File: src/rtl/snn_pkg.sv
// rtl/snn_pkg.sv - shared types and constants for the SNN timestep scheduler
package snn_pkg;

    localparam int SNN_WIDTH = 16;
    localparam logic [SNN_WIDTH-1:0] VMAX_DEF = 16'h7FFF;
    localparam logic [SNN_WIDTH-1:0] VMIN_DEF = 16'h8000;

    typedef enum logic [1:0] {
        IDLE   = 2'd0,
        INTEG  = 2'd1,
        UPDATE = 2'd2,
        DONE   = 2'd3
    } snn_state_e;

    typedef struct packed {
        logic [SNN_WIDTH-1:0] threshold;
        logic [SNN_WIDTH-1:0] leak;
        logic [SNN_WIDTH-1:0] refr;
        logic [SNN_WIDTH-1:0] vmax;
        logic [SNN_WIDTH-1:0] vmin;
    } snn_params_t;

    function automatic snn_params_t snn_params_default();
        snn_params_t p;
        p.threshold = '0;
        p.leak      = '0;
        p.refr      = '0;
        p.vmax      = VMAX_DEF;
        p.vmin      = VMIN_DEF;
        return p;
    endfunction

endpackage

File: src/rtl/snn_synapse_mem.sv
// rtl/snn_synapse_mem.sv - synapse weight register array, one write port, one async read port
module snn_synapse_mem #(
    parameter int WIDTH    = 16,
    parameter int N_INPUT  = 4,
    parameter int N_OUTPUT = 3
) (
    input  logic                        clk,
    input  logic                        reset,
    input  logic                        i_we,
    input  logic [$clog2(N_INPUT)-1:0]  i_wsrc,
    input  logic [$clog2(N_OUTPUT)-1:0] i_wdst,
    input  logic [WIDTH-1:0]            i_wdata,
    input  logic [$clog2(N_INPUT)-1:0]  i_rsrc,
    input  logic [$clog2(N_OUTPUT)-1:0] i_rdst,
    output logic [WIDTH-1:0]            o_rdata
);

    logic signed [WIDTH-1:0] r_w [N_INPUT][N_OUTPUT];
    logic                    w_in_range;

    assign w_in_range = (32'(i_wsrc) < N_INPUT) && (32'(i_wdst) < N_OUTPUT);

    always_ff @(posedge clk) begin
        if (reset) begin
            for (int s = 0; s < N_INPUT; s++) begin
                for (int d = 0; d < N_OUTPUT; d++) begin
                    r_w[s][d] <= '0;
                end
            end
        end else if (i_we && w_in_range) begin
            r_w[i_wsrc][i_wdst] <= i_wdata;
        end
    end

    assign o_rdata = r_w[i_rsrc][i_rdst];

endmodule

File: src/rtl/snn_step_scheduler.sv
// rtl/snn_step_scheduler.sv - sequences one SNN timestep over a shared accumulate/update datapath
module snn_step_scheduler
    import snn_pkg::*;
#(
    parameter int WIDTH    = SNN_WIDTH,
    parameter int N_INPUT  = 4,
    parameter int N_OUTPUT = 3
) (
    input  logic                        clk,
    input  logic                        reset,
    input  logic                        load_params,
    input  logic [WIDTH-1:0]            param_threshold,
    input  logic [WIDTH-1:0]            param_leak,
    input  logic [WIDTH-1:0]            param_refr,
    input  logic [WIDTH-1:0]            param_vmax,
    input  logic [WIDTH-1:0]            param_vmin,
    input  logic                        update_synapse,
    input  logic [$clog2(N_INPUT)-1:0]  syn_src,
    input  logic [$clog2(N_OUTPUT)-1:0] syn_dst,
    input  logic [WIDTH-1:0]            syn_weight,
    input  logic                        net_reset,
    input  logic                        step_start,
    input  logic [N_INPUT-1:0]          spike_in,
    output logic                        step_busy,
    output logic                        step_done,
    output logic [N_OUTPUT-1:0]         spike_out,
    output logic                        syn_overflow
);

    localparam int SW = $clog2(N_INPUT);
    localparam int DW = $clog2(N_OUTPUT);
    localparam int AW = WIDTH + SW + 1;
    localparam int TW = AW + 2;

    snn_state_e              r_state, w_state_next;
    snn_params_t             r_live, r_snap;
    logic [N_INPUT-1:0]      r_spk;
    logic [SW-1:0]           r_i;
    logic [DW-1:0]           r_j;
    logic signed [AW-1:0]    r_acc;
    logic [N_OUTPUT-1:0]     r_spk_new, r_spike_out;
    logic signed [WIDTH-1:0] r_v    [N_OUTPUT];
    logic [WIDTH-1:0]        r_refr [N_OUTPUT];
    logic                    r_pend_valid;
    logic [SW-1:0]           r_pend_src;
    logic [DW-1:0]           r_pend_dst;
    logic [WIDTH-1:0]        r_pend_w;
    logic                    r_ovf;

    logic                    w_last_i, w_last_j, w_syn_ok, w_defer;
    logic                    w_mem_we;
    logic [SW-1:0]           w_mem_src;
    logic [DW-1:0]           w_mem_dst;
    logic [WIDTH-1:0]        w_mem_wdata, w_rd;
    logic signed [AW-1:0]    w_wext;
    logic signed [TW-1:0]    w_t, w_tc, w_vmax_ext, w_vmin_ext, w_thr_ext;
    logic                    w_fire;
    logic [N_OUTPUT-1:0]     w_spk_next;

    assign w_last_i = (r_i == SW'(N_INPUT - 1));
    assign w_last_j = (r_j == DW'(N_OUTPUT - 1));
    assign w_syn_ok = update_synapse && (32'(syn_src) < N_INPUT) && (32'(syn_dst) < N_OUTPUT);
    assign w_defer  = (r_state == INTEG) || (r_state == UPDATE);

    // Writes landing mid-step are parked so the running step sees a stable weight set.
    always_comb begin
        w_mem_we    = 1'b0;
        w_mem_src   = syn_src;
        w_mem_dst   = syn_dst;
        w_mem_wdata = syn_weight;
        if (w_syn_ok && !w_defer) begin
            w_mem_we = 1'b1;
        end else if ((r_state == DONE) && r_pend_valid && !net_reset) begin
            w_mem_we    = 1'b1;
            w_mem_src   = r_pend_src;
            w_mem_dst   = r_pend_dst;
            w_mem_wdata = r_pend_w;
        end
    end

    snn_synapse_mem #(
        .WIDTH    (WIDTH),
        .N_INPUT  (N_INPUT),
        .N_OUTPUT (N_OUTPUT)
    ) u_mem (
        .clk     (clk),
        .reset   (reset),
        .i_we    (w_mem_we),
        .i_wsrc  (w_mem_src),
        .i_wdst  (w_mem_dst),
        .i_wdata (w_mem_wdata),
        .i_rsrc  (r_i),
        .i_rdst  (r_j),
        .o_rdata (w_rd)
    );

    assign w_wext = AW'($signed(w_rd));

    // Membrane update evaluated wide enough that v + acc - leak can never wrap before clamping.
    assign w_vmax_ext = TW'($signed(r_snap.vmax));
    assign w_vmin_ext = TW'($signed(r_snap.vmin));
    assign w_thr_ext  = TW'(r_snap.threshold);
    assign w_t        = TW'(r_v[r_j]) + TW'(r_acc) - TW'(r_snap.leak);
    assign w_tc       = (w_t > w_vmax_ext) ? w_vmax_ext :
                        (w_t < w_vmin_ext) ? w_vmin_ext : w_t;
    assign w_fire     = (w_tc >= w_thr_ext);

    always_comb begin
        w_spk_next      = r_spk_new;
        w_spk_next[r_j] = (r_refr[r_j] == '0) && w_fire;
    end

    always_ff @(posedge clk) begin
        if (reset) begin
            r_state <= IDLE;
        end else begin
            r_state <= w_state_next;
        end
    end

    always_comb begin
        w_state_next = r_state;
        case (r_state)
            IDLE:    if (step_start) w_state_next = INTEG;
            INTEG:   if (w_last_i) w_state_next = UPDATE;
            UPDATE:  w_state_next = w_last_j ? DONE : INTEG;
            DONE:    w_state_next = IDLE;
            default: w_state_next = IDLE;
        endcase
        if (net_reset) w_state_next = IDLE;
    end

    always_comb begin
        step_busy = (r_state == INTEG) || (r_state == UPDATE);
        step_done = (r_state == DONE);
    end

    always_ff @(posedge clk) begin
        if (reset) begin
            r_live       <= snn_params_default();
            r_snap       <= snn_params_default();
            r_spk        <= '0;
            r_i          <= '0;
            r_j          <= '0;
            r_acc        <= '0;
            r_spk_new    <= '0;
            r_spike_out  <= '0;
            r_pend_valid <= 1'b0;
            r_pend_src   <= '0;
            r_pend_dst   <= '0;
            r_pend_w     <= '0;
            r_ovf        <= 1'b0;
            for (int k = 0; k < N_OUTPUT; k++) begin
                r_v[k]    <= '0;
                r_refr[k] <= '0;
            end
        end else begin
            if (load_params) begin
                r_live.threshold <= param_threshold;
                r_live.leak      <= param_leak;
                r_live.refr      <= param_refr;
                r_live.vmax      <= param_vmax;
                r_live.vmin      <= param_vmin;
            end
            if (net_reset) begin
                for (int k = 0; k < N_OUTPUT; k++) begin
                    r_v[k]    <= '0;
                    r_refr[k] <= '0;
                end
                r_spike_out  <= '0;
                r_pend_valid <= 1'b0;
                r_i          <= '0;
                r_j          <= '0;
                r_acc        <= '0;
            end else begin
                if (w_syn_ok && w_defer) begin
                    r_pend_valid <= 1'b1;
                    r_pend_src   <= syn_src;
                    r_pend_dst   <= syn_dst;
                    r_pend_w     <= syn_weight;
                    if (r_pend_valid) r_ovf <= 1'b1;
                end
                case (r_state)
                    IDLE: begin
                        if (step_start) begin
                            r_spk     <= spike_in;
                            r_snap    <= r_live;
                            r_i       <= '0;
                            r_j       <= '0;
                            r_acc     <= '0;
                            r_spk_new <= '0;
                        end
                    end
                    INTEG: begin
                        if (r_spk[r_i]) r_acc <= r_acc + w_wext;
                        r_i <= w_last_i ? '0 : r_i + SW'(1);
                    end
                    UPDATE: begin
                        if (r_refr[r_j] != '0) begin
                            r_refr[r_j] <= r_refr[r_j] - WIDTH'(1);
                            r_v[r_j]    <= '0;
                        end else if (w_fire) begin
                            r_v[r_j]    <= '0;
                            r_refr[r_j] <= r_snap.refr;
                        end else begin
                            r_v[r_j]    <= w_tc[WIDTH-1:0];
                        end
                        r_spk_new <= w_spk_next;
                        r_i       <= '0;
                        r_acc     <= '0;
                        if (w_last_j) begin
                            r_j         <= '0;
                            r_spike_out <= w_spk_next;
                        end else begin
                            r_j <= r_j + DW'(1);
                        end
                    end
                    DONE:    r_pend_valid <= 1'b0;
                    default: ;
                endcase
            end
        end
    end

    assign spike_out    = r_spike_out;
    assign syn_overflow = r_ovf;

endmodule
File: config.mk
export PLATFORM = sky130hd
export DESIGN_NAME = snn_step_scheduler
export DESIGN_NICKNAME = d
export VERILOG_FILES = /design/src/rtl/snn_pkg.sv /design/src/rtl/snn_synapse_mem.sv /design/src/rtl/snn_step_scheduler.sv
export SDC_FILE = /design/constraint.sdc
export NUM_CORES = 1
export LEC_CHECK = 0
export CORE_MARGIN = 8
export CORE_UTILIZATION = 60
export DETAILED_ROUTE_END_ITERATION = 12
export PLACE_DENSITY_LB_ADDON = 0.1
export SLEW_MARGIN = 20
export SYNTH_ARGS = -nofsm -noshare
export SYNTH_HDL_FRONTEND = slang
export SYNTH_SLANG_ARGS = --single-unit
File: constraint.sdc
create_clock -name clk -period 25.3 [get_ports clk]
set_input_delay 5.06 -clock clk [delete_from_list [all_inputs] [get_ports clk]]
set_output_delay 5.06 -clock clk [all_outputs]
set_load 0.03 [all_outputs]
# ---- Yosys cells after proc, flatten, opt, wreduce, memory -nomap -nowiden
# Memories as Yosys holds them, arrays and structs flattened. A register that Yosys moved wholly into a read port is not among the register bits.
# Cells that the tools add are included.
dict set report word_totals {
  reg_bits 217
  mem_bits_rw 288
  input_bits 110
  out_inout_bits 6
  elab_cells 176
  n_memories 3
}
# memory words word_bits rd rd_clocked_by_memory_dff write_ports line
set mem_list {}
lappend mem_list {u_mem.r_w 4 48 1 1 4 snn_synapse_mem.sv:18} ;# logic signed [WIDTH-1:0] r_w [N_INPUT][N_OUTPUT];
lappend mem_list {r_refr 3 16 1 1 3 snn_step_scheduler.sv:43} ;# logic [WIDTH-1:0] r_refr [N_OUTPUT];
lappend mem_list {r_v 3 16 1 1 3 snn_step_scheduler.sv:42} ;# logic signed [WIDTH-1:0] r_v [N_OUTPUT];
dict set report op_classes {
  addsub 6
  n_lt_le_gt_ge 11
  n_eq_ne 8
  muxes 83
  bitwise 12
  reduce_logical 31
}
# operator n
set op_table {}
lappend op_table {{two-way mux 16 bit} 16}
lappend op_table {{two-way mux 48 bit} 3}
lappend op_table {{case mux 19 bit (3 select lines)} 1}
lappend op_table {{OR reduction 48 bit} 1}
lappend op_table {{two-way mux 21 bit} 2}
lappend op_table {{two-way mux 19 bit} 2}
lappend op_table {{two-way mux 2 bit} 19}
lappend op_table {{binary-select mux 16 bit (select 2 bit)} 1}
lappend op_table {{demux 16 bit (select 2 bit)} 1}
lappend op_table {{OR reduction 16 bit} 2}
lappend op_table {{two-way mux 1 bit} 30}
lappend op_table {{>= comparator 21 x 17 -> 1 bit} 1}
lappend op_table {{> comparator 21 x 16 -> 1 bit} 1}
lappend op_table {{less-than comparator 21 x 16 -> 1 bit} 1}
lappend op_table {{subtractor 20 x 17 -> 21 bit} 1}
lappend op_table {{adder 16 x 19 -> 20 bit} 1}
lappend op_table {{adder 19 x 16 -> 19 bit} 1}
lappend op_table {{logical NOT 16 bit} 1}
lappend op_table {{nonzero test 16 bit} 1}
lappend op_table {{subtractor 16 x 1 -> 16 bit, second input constant} 1}
lappend op_table {{AND reduction 3 bit} 4}
lappend op_table {{AND reduction 2 bit} 5}
lappend op_table {{logical AND 1 bit} 9}
lappend op_table {{OR 1 bit} 9}
lappend op_table {{27 further kinds} 37}

# ---- Depth between registers and ports, before layout
dict set report logic_depth {
  ltp_word 16
  mapped_depth 41
}

# ---- Hierarchy
# Synthesis repeated with hierarchy kept, for this count alone.
dict set report hier_totals {
  cells_unflattened 2478
  hier_area_um2 26604.3
}
# module n_inst cells_per_inst area_each_um2
set by_module_without_submodules {}
lappend by_module_without_submodules {snn_step_scheduler 1 1884 17789.6}
lappend by_module_without_submodules {snn_synapse_mem 1 594 8814.7}

# ---- Least setup slack after synthesis
# OpenSTA, ideal clock, no wires.
dict set report synth_timing {
  path_kind {register -> register}
  from {reg (tool-made name)}
  to {mem r_refr[3][0], enable pin}
  arrival_time_ns 9.726
  required_time_ns 24.886
  setup_slack_ns 15.160
  path_stages_with_launch 40
  n_path_buf 7
  cell_sequence {dfxtp_1 buf_4 buf_2 clkbuf_1 buf_1 mux4_2 inv_1 fa_1 inv_1 ha_1 a211oi_1 o21bai_1 a211oi_1 o31ai_1 or2_2 a41oi_1 xnor2_1 ha_1 [4 not listed] a31oi_1 clkbuf_1 buf_1 mux2i_1 nor2_1 a21oi_1 inv_1 ha_1 and4_1 a311oi_1 a21oi_1 o21ai_0 a21oi_1 nand4bb_1 nand3_1 nand2_1 clkbuf_1 a21boi_0}
}
# element line
set synth_lines {}
lappend synth_lines {{end, declared} snn_step_scheduler.sv:43}

==> results.cfg <==
[run_status]
status = complete, no violations

[route]
drtIter0Drc = 1675
drc = 0
wire_per_inst_um = 21.1
routed_via_density = 5.95
dr.pass1.iters = 6
ant_nets = 0
vias = 18604
routed_wl_um = 66000

[sta]
worst_pin_slew_ns = 1.06
fin_skew_ns = 0.0335
holdWs_ns = 0.449
maxSlewViolCount = 0
hold_viol_final = 0
max-slew-margin-rel_pct = 29.2
setup_ws_ns = 15.39
rsz0062_at_grt = false
fin_tns_setup_ns = 0
period_needed_ns = 9.91
period_share_pct = 39.2
setup_viol = 0
fmax_mhz = 101

[worst_setup_path]
worst_ep_arrival_time_ns = 10.11
worstSetupPathType = flip-flop to flip-flop
crit_buf_inv = 4
cp-end-kind = flip-flop
crit_path_max_fanout = 33
cp_top_family = compound AO/OA/AOI/OAI gates
cpMostUsedCell = a21oi_1
critPathSlowestCell = mux4_2
required_ns = 25.49
cp-start-kind = flip-flop
cp_slowest_stage_delay_ns = 0.59

[clocking]
cts_tree = yes
cts_resized = 0
cts_buffer_depth = 3
ctsHoldBuffers = 0
clk_pin_slew_ns = 0.06
cts-root-buf = clkbuf_16
cts_sinks = 540
htree_levels = 2
cts_setup_buffers = 0
cts_buffers = 53
insertion_delay_ns = 0.61

[layout]
antennaDiodeCount = 0
final_area_um2 = 29700
fin_nets = 2731
drive_gt1_share_pct = 9.40
fillerInstances = 3264
area_growth_syn_to_layout_pct = 13.6

[logic_synthesis]
synth-adder-area-share_pct = 6.32
synth_nets = 2657
synthMuxAreaShare_pct = 11.8
ys_warn_count = 0
synth_area_leaders = edfxtp_1 37%, dfxtp_1 17%, mux4_2 6.9%
ys_seq_area_share_pct = 53.5
synth_simple_gate_area_share_pct = 14.7
syn_inst = 2425
async_reset_ff_share_pct = 0
synth_common_cells = 430 x nor2_1, 320 x edfxtp_1, 280 x nand2_1
yosys.area.top_type = edfxtp_1
yosys.area.top_type_share_pct = 36.7
synth-edff-count = 320
synth_ff_type = edfxtp_1
synthDistinctLibCells = 75
netlist_area_um2 = 26200
synth_compound_area_share_pct = 8.00
avgSynthCellArea_um2 = 10.8
synth_top_family_by_area = simple AND/OR/NAND/NOR gates
synth-seq-cells = 540
synth_xor_area_share_pct = 1.40
synth_most_common_cell = nor2_1

[placed_design]
placed_area_um2 = 27900
place_congestion = 0.922
hpwlAfterDp_um = 46900
preCtsSetupSlack_ns = 15.43
port_buffers = 115

[power_and_ir_drop]
ir_drop_uv = 52.0
cellPowerDensity_nw_per_um2 = 72.0
leakagePower_nw = 11.7

[global_routing]
grt_use_total_pct = 25.9
grt_pass1_vias = 18361
globalRoute.totalOverflow = 0
antenna_found_initial = 0
grt_pass1_wl_um = 102000
grt_max_degree = 85

[floorplanning]
dieHeight_um = 225
initial_core_util_pct = 60.8
ios = 116
rows = 76
design.core.area_um2 = 43100
die_w_um = 225
die-area_um2 = 50600

[min_path]
min-delay-start = r_live[67]
hold_class = flip-flop to flip-flop

[job]
maxCapViolCount = 0
-- where the power goes --
group | switching (mW) | internal, mW
logic | 0.198 | 0.125
registers | 0.0158 | 0.960
clock network | 0.338 | 0.504
-- worst paths after layout --
path / endpoint / depth (start not counted) / slack [ns]
min reg2reg: r_snap[67] / 2 / 0.45
max: r_refr[0][6] / 33 / 15.39
min: r_snap[67] / 2 / 0.45
max reg2reg: r_refr[0][6] / 33 / 15.39
-- final cells by class --
class	count	area (µm²)	area share [%]
Sequential cell	540	14000	47.1
Multi-Input combinational cell	1593	11100	37.3
Clock buffer	67	1470	4.95
Timing Repair Buffer	150	1410	4.75
Tap cell	585	732	2.46
Inverter	161	604	2.03
Clock inverter	32	408	1.37
-- sequential cells by signal (all words and copies together) (netlist names), named ones only --
register and flops:
r_acc 19, r_snap 80, r_live 80, r_j 2
r_refr 64, r_pend_w 16, r_i 2, u_mem.r_w 192
r_spk_new 2, syn_overflow 1, r_state 2, r_pend_src 2
r_pend_valid 1, r_pend_dst 2, r_v 64, spike_out 3
r_spk 4
-- metal layers --
metal	vias up	track usage, %	part of all wire [%]
met5	-	0	0
met4	0	8.55	3.0
met3	107	3.84	7.0
met2	716	43.0	48
met1	9170	34.9	42
li1	8611	-	-
-- layout by cell type (no fill, tap or decap), drive strengths merged, types with 7 or more instances in the layout --
master,n
o21a,10
mux4,80
nand2,280
o21bai,7
fa,17
nand3,20
clkbuf,67
buf,37
a21o,13
nor2,430
edfxtp,320
nand4,10
inv,162
bufinv,9
ha,105
a211oi,8
o2bb2ai,16
nor2b,33
clkinv,22
nand3b,24
xor2,14
xnor2,28
o21ai,37
nand2b,28
mux2i,125
nor3,14
a22oi,8
a211o,21
a21oi,168
clkdlybuf4s50,113
or2,10
nor4,7
dfxtp,220
-- stage by stage --
| stage | utilization, % | total power [mW] | std cells |
|---|---|---|---|
| 2_1_floorplan | - | 1.21 | 2425 |
| 3_3_place_gp | 64.7 | 1.30 | 3029 |
| 3_5_place_dp | 64.7 | 1.31 | 3029 |
| 4_1_cts | 69.0 | 2.15 | 3128 |
| 5_1_grt | 69.0 | 2.21 | 3128 |
| 6_report | 69.0 | 2.14 | 3128 |
-- worst reg2reg max path, delay by kind of cell (launching register included) --
kind,cells,cell delay (ns)
buffers and inverters,4,1.06
AOI/OAI and AO/OA,14,3.36
adders and majority gates,4,1.56
and+or+nand+nor,8,1.98
xor gates and xnor gates,1,0.31
DFF,1,0.31
muxes,2,0.94
-- logic make-up (layout without fill, tap and decap cells) --
kind of cell	after synthesis	after routing
flops	540	540
buf+inv	292	410
simple gates	890	890
fa+ha+maj	122	122
mux	207	207
compound gates	332	332
xor+xnor	42	42
Note: power is estimated with default switching activity, not from simulation.
